$ cat src/rtl/mem_arbiter.sv
// mem_arbiter
//   Two-requester round-robin arbiter and sequencer in front of a single-port
//   memory. It accepts one request at a time, issues exactly one memory
//   command for it, and returns read data with a one-cycle valid pulse.
//
// Parameters
//   ADDR_WIDTH   memory address width
//   DATA_WIDTH   memory data width
//   READ_LATENCY cycles from mem_read asserted to mem_rdata valid (1..4)
//
// Ports
//   clk, rst_                      clock (posedge), synchronous active-low reset
//   req0/we0/addr0/wdata0          requester 0 command; req held until gnt0
//   gnt0, rvalid0                  requester 0 grant / read-valid pulses
//   req1/we1/addr1/wdata1          requester 1 command; req held until gnt1
//   gnt1, rvalid1                  requester 1 grant / read-valid pulses
//   rdata                          shared read data, qualified by rvalid0/1
//   busy                           high whenever the sequencer is not idle
//   mem_read, mem_write            memory strobes (never both high)
//   mem_addr, mem_wdata            memory address / write data (held when idle)
//   mem_rdata                      memory read data
module mem_arbiter #(
    parameter int ADDR_WIDTH   = 5,
    parameter int DATA_WIDTH   = 8,
    parameter int READ_LATENCY = 1
) (
    input  logic                  clk,
    input  logic                  rst_,
    input  logic                  req0,
    input  logic                  we0,
    input  logic [ADDR_WIDTH-1:0] addr0,
    input  logic [DATA_WIDTH-1:0] wdata0,
    output logic                  gnt0,
    output logic                  rvalid0,
    input  logic                  req1,
    input  logic                  we1,
    input  logic [ADDR_WIDTH-1:0] addr1,
    input  logic [DATA_WIDTH-1:0] wdata1,
    output logic                  gnt1,
    output logic                  rvalid1,
    output logic [DATA_WIDTH-1:0] rdata,
    output logic                  busy,
    output logic                  mem_read,
    output logic                  mem_write,
    output logic [ADDR_WIDTH-1:0] mem_addr,
    output logic [DATA_WIDTH-1:0] mem_wdata,
    input  logic [DATA_WIDTH-1:0] mem_rdata
);

    localparam int CNT_W = $clog2(READ_LATENCY) + 1;

    typedef enum logic [1:0] {
        IDLE,
        ISSUE,
        WAIT,
        RESP
    } state_t;

    state_t           state;
    logic             ptr;      // requester that wins a tie
    logic             win;      // requester owning the current transaction
    logic             cmd_we;
    logic [CNT_W-1:0] cnt;

    logic                  sel1;
    logic                  sel_we;
    logic [ADDR_WIDTH-1:0] sel_addr;
    logic [DATA_WIDTH-1:0] sel_wdata;

    always_comb begin
        sel1      = (req0 && req1) ? ptr : req1;
        sel_we    = sel1 ? we1    : we0;
        sel_addr  = sel1 ? addr1  : addr0;
        sel_wdata = sel1 ? wdata1 : wdata0;
    end

    // The latched command is loaded straight into mem_addr/mem_wdata on the
    // IDLE->ISSUE edge so the strobes and grant appear registered during ISSUE.
    always_ff @(posedge clk) begin
        if (!rst_) begin
            state     <= IDLE;
            ptr       <= 1'b0;
            win       <= 1'b0;
            cmd_we    <= 1'b0;
            cnt       <= '0;
            gnt0      <= 1'b0;
            gnt1      <= 1'b0;
            rvalid0   <= 1'b0;
            rvalid1   <= 1'b0;
            rdata     <= '0;
            busy      <= 1'b0;
            mem_read  <= 1'b0;
            mem_write <= 1'b0;
            mem_addr  <= '0;
            mem_wdata <= '0;
        end else begin
            gnt0      <= 1'b0;
            gnt1      <= 1'b0;
            rvalid0   <= 1'b0;
            rvalid1   <= 1'b0;
            mem_read  <= 1'b0;
            mem_write <= 1'b0;
            case (state)
                IDLE: begin
                    if (req0 || req1) begin
                        win       <= sel1;
                        cmd_we    <= sel_we;
                        mem_addr  <= sel_addr;
                        mem_wdata <= sel_wdata;
                        mem_write <= sel_we;
                        mem_read  <= ~sel_we;
                        gnt0      <= ~sel1;
                        gnt1      <= sel1;
                        busy      <= 1'b1;
                        state     <= ISSUE;
                    end
                end
                ISSUE: begin
                    ptr <= ~win;
                    if (cmd_we) begin
                        busy  <= 1'b0;
                        state <= IDLE;
                    end else begin
                        cnt   <= CNT_W'(READ_LATENCY - 1);
                        state <= WAIT;
                    end
                end
                WAIT: begin
                    if (cnt == '0) begin
                        rdata   <= mem_rdata;
                        rvalid0 <= ~win;
                        rvalid1 <= win;
                        state   <= RESP;
                    end else begin
                        cnt <= cnt - CNT_W'(1);
                    end
                end
                RESP: begin
                    busy  <= 1'b0;
                    state <= IDLE;
                end
                default: state <= IDLE;
            endcase
        end
    end

endmodule

$ cat config.mk
export PLATFORM = sky130hd
export DESIGN_NAME = mem_arbiter
export DESIGN_NICKNAME = d
export VERILOG_FILES = /design/src/rtl/mem_arbiter.sv
export SDC_FILE = /design/constraint.sdc
export NUM_CORES = 1
export LEC_CHECK = 0
export CAP_MARGIN = 20
export CORE_AREA = 4 4 68 102
export CTS_CLUSTER_SIZE = 25
export DETAILED_ROUTE_END_ITERATION = 8
export DIE_AREA = 0 0 72 106
export SYNTH_ARGS = -nofsm -noshare
export SYNTH_HDL_FRONTEND = slang
export SYNTH_SLANG_ARGS = --single-unit
$ cat constraint.sdc
create_clock -name clk -period 1.8 [get_ports clk]
set_clock_uncertainty 0.1 [all_clocks]
set_input_delay 0.18 -clock clk [delete_from_list [all_inputs] [get_ports clk]]
set_output_delay 0.18 -clock clk [all_outputs]
set_load 0.01 [all_outputs]
==> summary.txt <==
Outcome
  – Status: completed

STA
  – Final period utilization: 81.2%
  – Final Hold Viols: 0
  – Final Max Slew Viols: 0
  – Setup TNS: 0 ns
  – Worst-Margin Slew: 0.316 ns
  – RSZ-0062 raised after global routing: no
  – Period minus WS final: 1.46 ns
  – Final setup fails: 0
  – Rel. slew slack: 78.9%
  – Peak Freq: 684 MHz

Place
  – Placer Congestion: 0.756
  – Placed Instances: 294
  – Buffers on Ports: 67
  – Dpl hpwl: 2990 µm

Detailed routing
  – Post-DR vias/cell: 4.50
  – WL final: 4010 µm
  – First DRT Iteration DRCs: 34
  – Drt pass-1 iters: 4
  – DR vias: 1359
  – DR WL/cell: 13.3 µm
  – DRC Markers: 0
  – Antenna-violating nets left: 0

Critical path
  – Critical R2R Capture: mem_wdata[7]$_SDFFE_PN0P_
  – Critical-path top delay cell: clkdlybuf4s50_1
  – WS Path Type: flop to primary output
  – CP delay by family, top: buffers and inverters
  – Crit-path cells: clkdlybuf4s50_1
  – Reg2Reg Setup Slack: 0.39 ns
  – Crit path arrival time: 1.18 ns
  – CP bufs+invs: 1
  – CP Launch Type: flop
  – Max incr delay on CP: 0.54 ns
  – Worst-case reg-to-reg path depth: 3
  – Worst Path Required: 1.52 ns
  – Worst Setup End Kind: primary output
  – CP max FO: 2

Synth
  – Sequential area share after synthesis: 44.8%
  – Mapped Nets: 199
  – Synth Instances: 159
  – YS warnings: 0
  – Flops & latches, synth: 33
  – Mapped Area: 1480 µm²
  – Largest area contributor in the netlist: dfxtp_1
  – Synth cell types: 27
  – Mean Syn Cell Area: 9.28 µm²
  – Synth top area share: 44.8%
  – Synth area leaders: dfxtp_1 (45%), a21boi_0 (12%), o311a_1 (9.5%)

GRT
  – Gr usage total: 11.1%
  – Vias in the first global route: 1419
  – Initial antenna violation count: 0
  – Largest net degree at the start of global routing: 33
  – First-pass GRT wire length: 6690 µm
  – Congestion Overflow GR: 0

Worst hold path
  – Hold_sp: mem_rdata[4]
  – Worst hold stages: 3
  – Worst Hold Class: input pin to flop
  – Hold endpoint: rdata[4]$_SDFFE_PN0N_

Run
  – Max_cap viols: 0

Pwr
  – PD cells: 866 nW/µm²
  – Sw Pwr: 0.000502 W
  – Flop pwr share: 40.9%
  – Comb pwr share: 23.9%
  – VDD IR max: 0.454 mV
  – Switching part of the total: 24.5%
  – Pint: 0.00154 W
  – Clock network power share: 35.2%
  – LEAKAGE: 1.00 nW

CTS
  – Number of H-tree levels: 2
  – Longest Clk Path Bufs: 2
  – TritonCTS Sinks: 33
  – Skew-Pair Late Insertion Delay: 0.28 ns
  – # Post-CTS Setup Buffers: 0
  – Hold_buf cts: 0
  – Clock root buffer: clkbuf_8
  – Worst-path clk slew: 0.07 ns
  – TritonCTS clock tree: done
  – Total CTS buffers: 5
  – CTS resizes: 0

Final layout
  – Antenna diodes: 0
  – Non-Filler Instances: 302
  – Layout cells sized above 1: 8.77%
  – Largest registers: mem_wdata: 8 flops, rdata: 8 flops, mem_addr: 5 flops
  – Layout net count: 267
  – Area grow syn2layout: 60.1%

Die
  – Initial Util: 24.4%
  – Die Area: 7630 µm²
  – Row Count: 35
  – DIE WIDTH: 72 µm
  – Core box area: 6040 µm²
  – I/O pin cnt: 68
  – Die height: 106 µm
==> Yosys cell counts <==
master and n:
a21boi_0 24, o21a_1 1, a21oi_1 1, and2_1 1
nand2_4 1, o21ai_0 3, or2_2 1, buf_2 4
nor2b_1 2, nor2_1 4, nand2b_1 2, nand3_1 2
dfxtp_1 33, clkbuf_1 9, o21ba_2 1, o311a_1 14
nand2_1 20, o211a_1 1, nor3b_1 1, a21o_1 13
nor3_1 1, buf_4 1, and3_1 15, or2_1 1
nor2_4 1, inv_1 1, buf_6 1
==> per-layer routing <==
layer	wire, µm	global-route usage, %
met2	2020	19.2
met1	1650	12.8
met3	273	2.46
met4	66	5.24
met5	0	0
==> cell type report <==
cell class / count / area [µm²]
flip-flops and latches: 33 / 661
inverters: 1 / 3.75
clock inverters: 1 / 30.0
well taps: 74 / 92.6
fillers: 651 / 3680
repair buffers: 76 / 751
clock buffers: 7 / 86.3
multi-input cells: 110 / 738
==> cell families (layout without fill, tap and decap cells) <==
kind of cell | after synthesis | after routing | share of synthesized area, %
buffers and inverters | 16 | 85 | 5.17
flip-flops | 33 | 33 | 44.8
AND/OR/NAND/NOR | 52 | 52 | 18.5
AO/OA/AOI/OAI | 58 | 58 | 31.6
==> stage by stage <==
step | hold WS (ns) | util [%] | power, W | cell area (µm²) | worst slack [ns]
floorplan | 0.225 | - | 0.00109 | 1480 | 0.476
global placement | 0.346 | 37.2 | 0.00135 | 2250 | 0.128
detailed placement | 0.348 | 37.2 | 0.00135 | 2250 | 0.116
CTS | 0.353 | 39.1 | 0.00208 | 2360 | 0.319
global route | 0.359 | 39.1 | 0.00216 | 2360 | 0.289
finish | 0.360 | 39.1 | 0.00205 | 2360 | 0.339
==> cells in the final DEF, fill, tap and decap left out, types with 3 or more instances in the layout <==
cell type and n:
clkdlybuf4s50_1 67, dfxtp_1 33, a21boi_0 24, nand2_1 20, and3_1 15, o311a_1 14, a21o_1 13, buf_4 8
clkbuf_8 6, nor2_1 4, o21ai_0 3
==> worst max-delay path by stage <==
stage	start	end	slack (ns)	depth (start not counted)
after floorplan	ptr$_SDFFE_PN0N_	mem_addr[0]$_SDFFE_PN0P_	0.48	4
after global placement	req1	mem_write$_SDFF_PN0_	0.13	5
after global routing	req0	mem_write$_SDFF_PN0_	0.29	6
after detailed placement	req0	mem_write$_SDFF_PN0_	0.12	6
after CTS	mem_wdata[5]$_SDFFE_PN0P_	mem_wdata[5]	0.32	1
final	mem_wdata[5]$_SDFFE_PN0P_	mem_wdata[5]	0.34	1
==> power groups by stage <==
| stage | registers [W] | logic (W) | clock network, W |
|---|---|---|---|
| 6_report | 0.000837 | 0.000489 | 0.000719 |
| 5_1_grt | 0.000846 | 0.000536 | 0.000782 |
| 3_5_place_dp | 0.000855 | 0.000499 | 0 |
| 2_1_floorplan | 0.000875 | 0.000218 | 0 |
| 4_1_cts | 0.000838 | 0.000500 | 0.000746 |
| 3_3_place_gp | 0.000855 | 0.000493 | 0 |
(Power assumes the default switching activity.)
==> variant: new RTL, same settings <==
Re-encode `state_t` (4 states) as Gray code, 2 bits wide.
--- a/src/rtl/mem_arbiter.sv
+++ b/src/rtl/mem_arbiter.sv
@@ -52,6 +52,6 @@
     typedef enum logic [1:0] {
-        IDLE,
-        ISSUE,
-        WAIT,
-        RESP
+        IDLE  = 2'b00,
+        ISSUE = 2'b01,
+        WAIT  = 2'b11,
+        RESP  = 2'b10
     } state_t;
Check against the original RTL: no difference found for any inputs over 10 cycles, from zero or initial values and one cycle with rst_ low; not proved beyond that.
==> variant against the unedited design <==
  * Area after synthesis down 12%
  * First-iteration DRC count up 100%
  * Sequential cell count unchanged
  * Total power increased by 13%
  * Clock power fell by 23%
  * Setup slack got worse by 0.12 ns
  * Routed wire length decreased by 10%
  * Global-route usage fell by 1.3 points
  * Design area is 7.5% lower
==> variant: results (changes against the unedited design) <==
stage,metric,value,unit,change
critical_path,worst-path fanout max,14,,was 2
synthesis,Yosys cell types,31,,was 27
detailed_routing,vias per std cell,4.45,,was 4.50
clock_tree,H-tree lvl count,2,,unchanged
hold_path,Worst Hold End,rvalid0,,was rdata[4]
critical_path,RR Startpoint,state[0],,
hold_path,Hold Path Depth,1,,was 3
hold_path,hold path start,win,,was mem_rdata[4]
global_routing,vias in the first global route,1185,,was 1419
synthesis,syn_nets,168,,was 199
synthesis,number of synthesis warnings,0,,unchanged
synthesis,Post-synth ARST share,0,%,unchanged
placed_design,routability cong.,0.773,,was 0.756
detailed_routing,Detailed Route WL,3610,um,was 4010 um
clock_tree,worst skew pair latency,0.28,ns,about the same
synthesis,"top cells by area, synth","dfxtp_1 (51%), a221o_1 (7.7%), and3_1 (6.7%)",,"was dfxtp_1 (45%), a21boi_0 (12%), o311a_1 (9.5%)"
clock_tree,clk slew on worst S/H paths,0.06,ns,
sta,Rel. slew slack,68.5,%,was 78.9%
outcome,outcome,finished clean,,unchanged
hold_path,worst hold path class,register to register,,was input port to register
critical_path,CP max stage delay,0.38,ns,was 0.54 ns
critical_path,worst reg2reg path depth,6,,was 3
critical_path,RR Endpoint,mem_wdata[7],,unchanged
critical_path,crit path launch type,register,,unchanged
placed_design,dpl hpwl,2750,um,was 2990 um
synthesis,Synth top cells by count,"dfxtp_1 (33), and3_1 (14), nor2_1 (13)",,"was dfxtp_1 (33), a21boi_0 (24), nand2_1 (20)"
final_layout,Post-layout nets,242,,was 267
detailed_routing,Iteration-0 DRC Markers,69,,was 34
placed_design,Port Buffers,67,,unchanged
critical_path,WP data arrival,1.64,ns,was 1.18 ns
global_routing,pin count of the biggest net entering global routing,15,,was 33
critical_path,flop2flop setup slack,0.22,ns,was 0.39 ns
critical_path,Worst path slowest cell,a221o_2,,was clkdlybuf4s50_1
final_layout,# diodes,0,,unchanged
global_routing,initial antenna violation count,0,,unchanged
power_and_ir_drop,leakage power,0.876,nW,was 1.00 nW
final_layout,layout cells sized above 1,10.6,%,was 8.77%
clock_tree,CTS tree,done,,unchanged
synthesis,sequential fraction of the synthesis area,50.6,%,was 44.8%
global_routing,global-route wire length before repair,5890,um,was 6690 um
global_routing,gr usage total,9.80,%,was 11.1%
placed_design,DP Area,0.00210,mm2,was 0.00225 mm2
clock_tree,TritonCTS Buffers,5,,unchanged
final_layout,Largest regs,"mem_wdata: 8 flops, rdata: 8 flops, mem_addr: 5 flops",,unchanged
clock_tree,root buf cell,clkbuf_8,,unchanged
clock_tree,post_cts resized,0,,unchanged
power_and_ir_drop,maximum VDD drop,0.570,mV,was 0.454 mV
-- variant: changes by cell type in the layout (fill, tap and decap cells not counted), sizes merged, moves of 2 or more --
cell / unedited run / this run
a21oi: 1 / 3
a31oi: 0 / 2
a21o: 13 / 0
nor2: 5 / 13
mux2i: 0 / 8
a21boi: 24 / 0
a221o: 0 / 13
ha: 0 / 3
inv: 1 / 5
nand2: 21 / 4
o311a: 14 / 0
-- variant: cell type report --
class | count | area (um2)
well taps | 74 | 92.6
inverters | 5 | 18.8
repair buffers | 75 | 756
multi-input cells | 79 | 571
clock buffers | 7 | 86.3
flip-flops and latches | 33 | 661
fillers | 626 | 3860
-- variant: worst max path at each step --
stage                    to  cells after the start
2_1_floorplan   mem_addr[0]                      7
3_3_place_gp   mem_wdata[0]                      5
3_5_place_dp   mem_wdata[7]                      5
4_1_cts        mem_wdata[7]                      6
5_1_grt        mem_wdata[7]                      5
6_report       mem_wdata[7]                      6
-- variant: logic make-up (layout without fill, tap and decap cells) --
group           Yosys count  after routing  synth area share (%)
compound gates           27             27                  17.5
fa+ha+maj                 3              3                  2.88
buf+inv                  13             87                  5.66
flops                    33             33                  50.6
mux                       8              8                  6.14
simple gates             41             41                  17.2
-- variant: worst max-delay path: cells and delay by family (launching register included) --
kind / cells / cell delay (ns)
and+or+nand+nor: 1 / 0.10
adders and majority gates: 1 / 0.25
buffers and inverters: 2 / 0.22
DFF: 1 / 0.35
AOI/OAI and AO/OA: 2 / 0.43
-- variant: through the flow --
stage                     worst slack (ns)  std cells  hold slack [ns]
after floorplan                      0.209        125            0.218
after global placement              0.0731        266            0.350
after detailed placement            0.0351        266            0.363
after CTS                            0.209        273            0.372
after global routing                 0.144        273            0.393
final                                0.222        273            0.366
-- variant: layer usage --
metal / global-route usage (%) / part of all wire [%]
met4: 2.42 / 1.1
met1: 12.3 / 44
met2: 15.3 / 43
met5: 0 / 0
met3: 4.26 / 11
-- variant: power by group --
| group | switching (mW) | internal [mW] | total (mW) |
|---|---|---|---|
| logic | 0.348 | 0.464 | 0.812 |
| clock network | 0.253 | 0.303 | 0.556 |
| registers | 0.0774 | 0.870 | 0.947 |
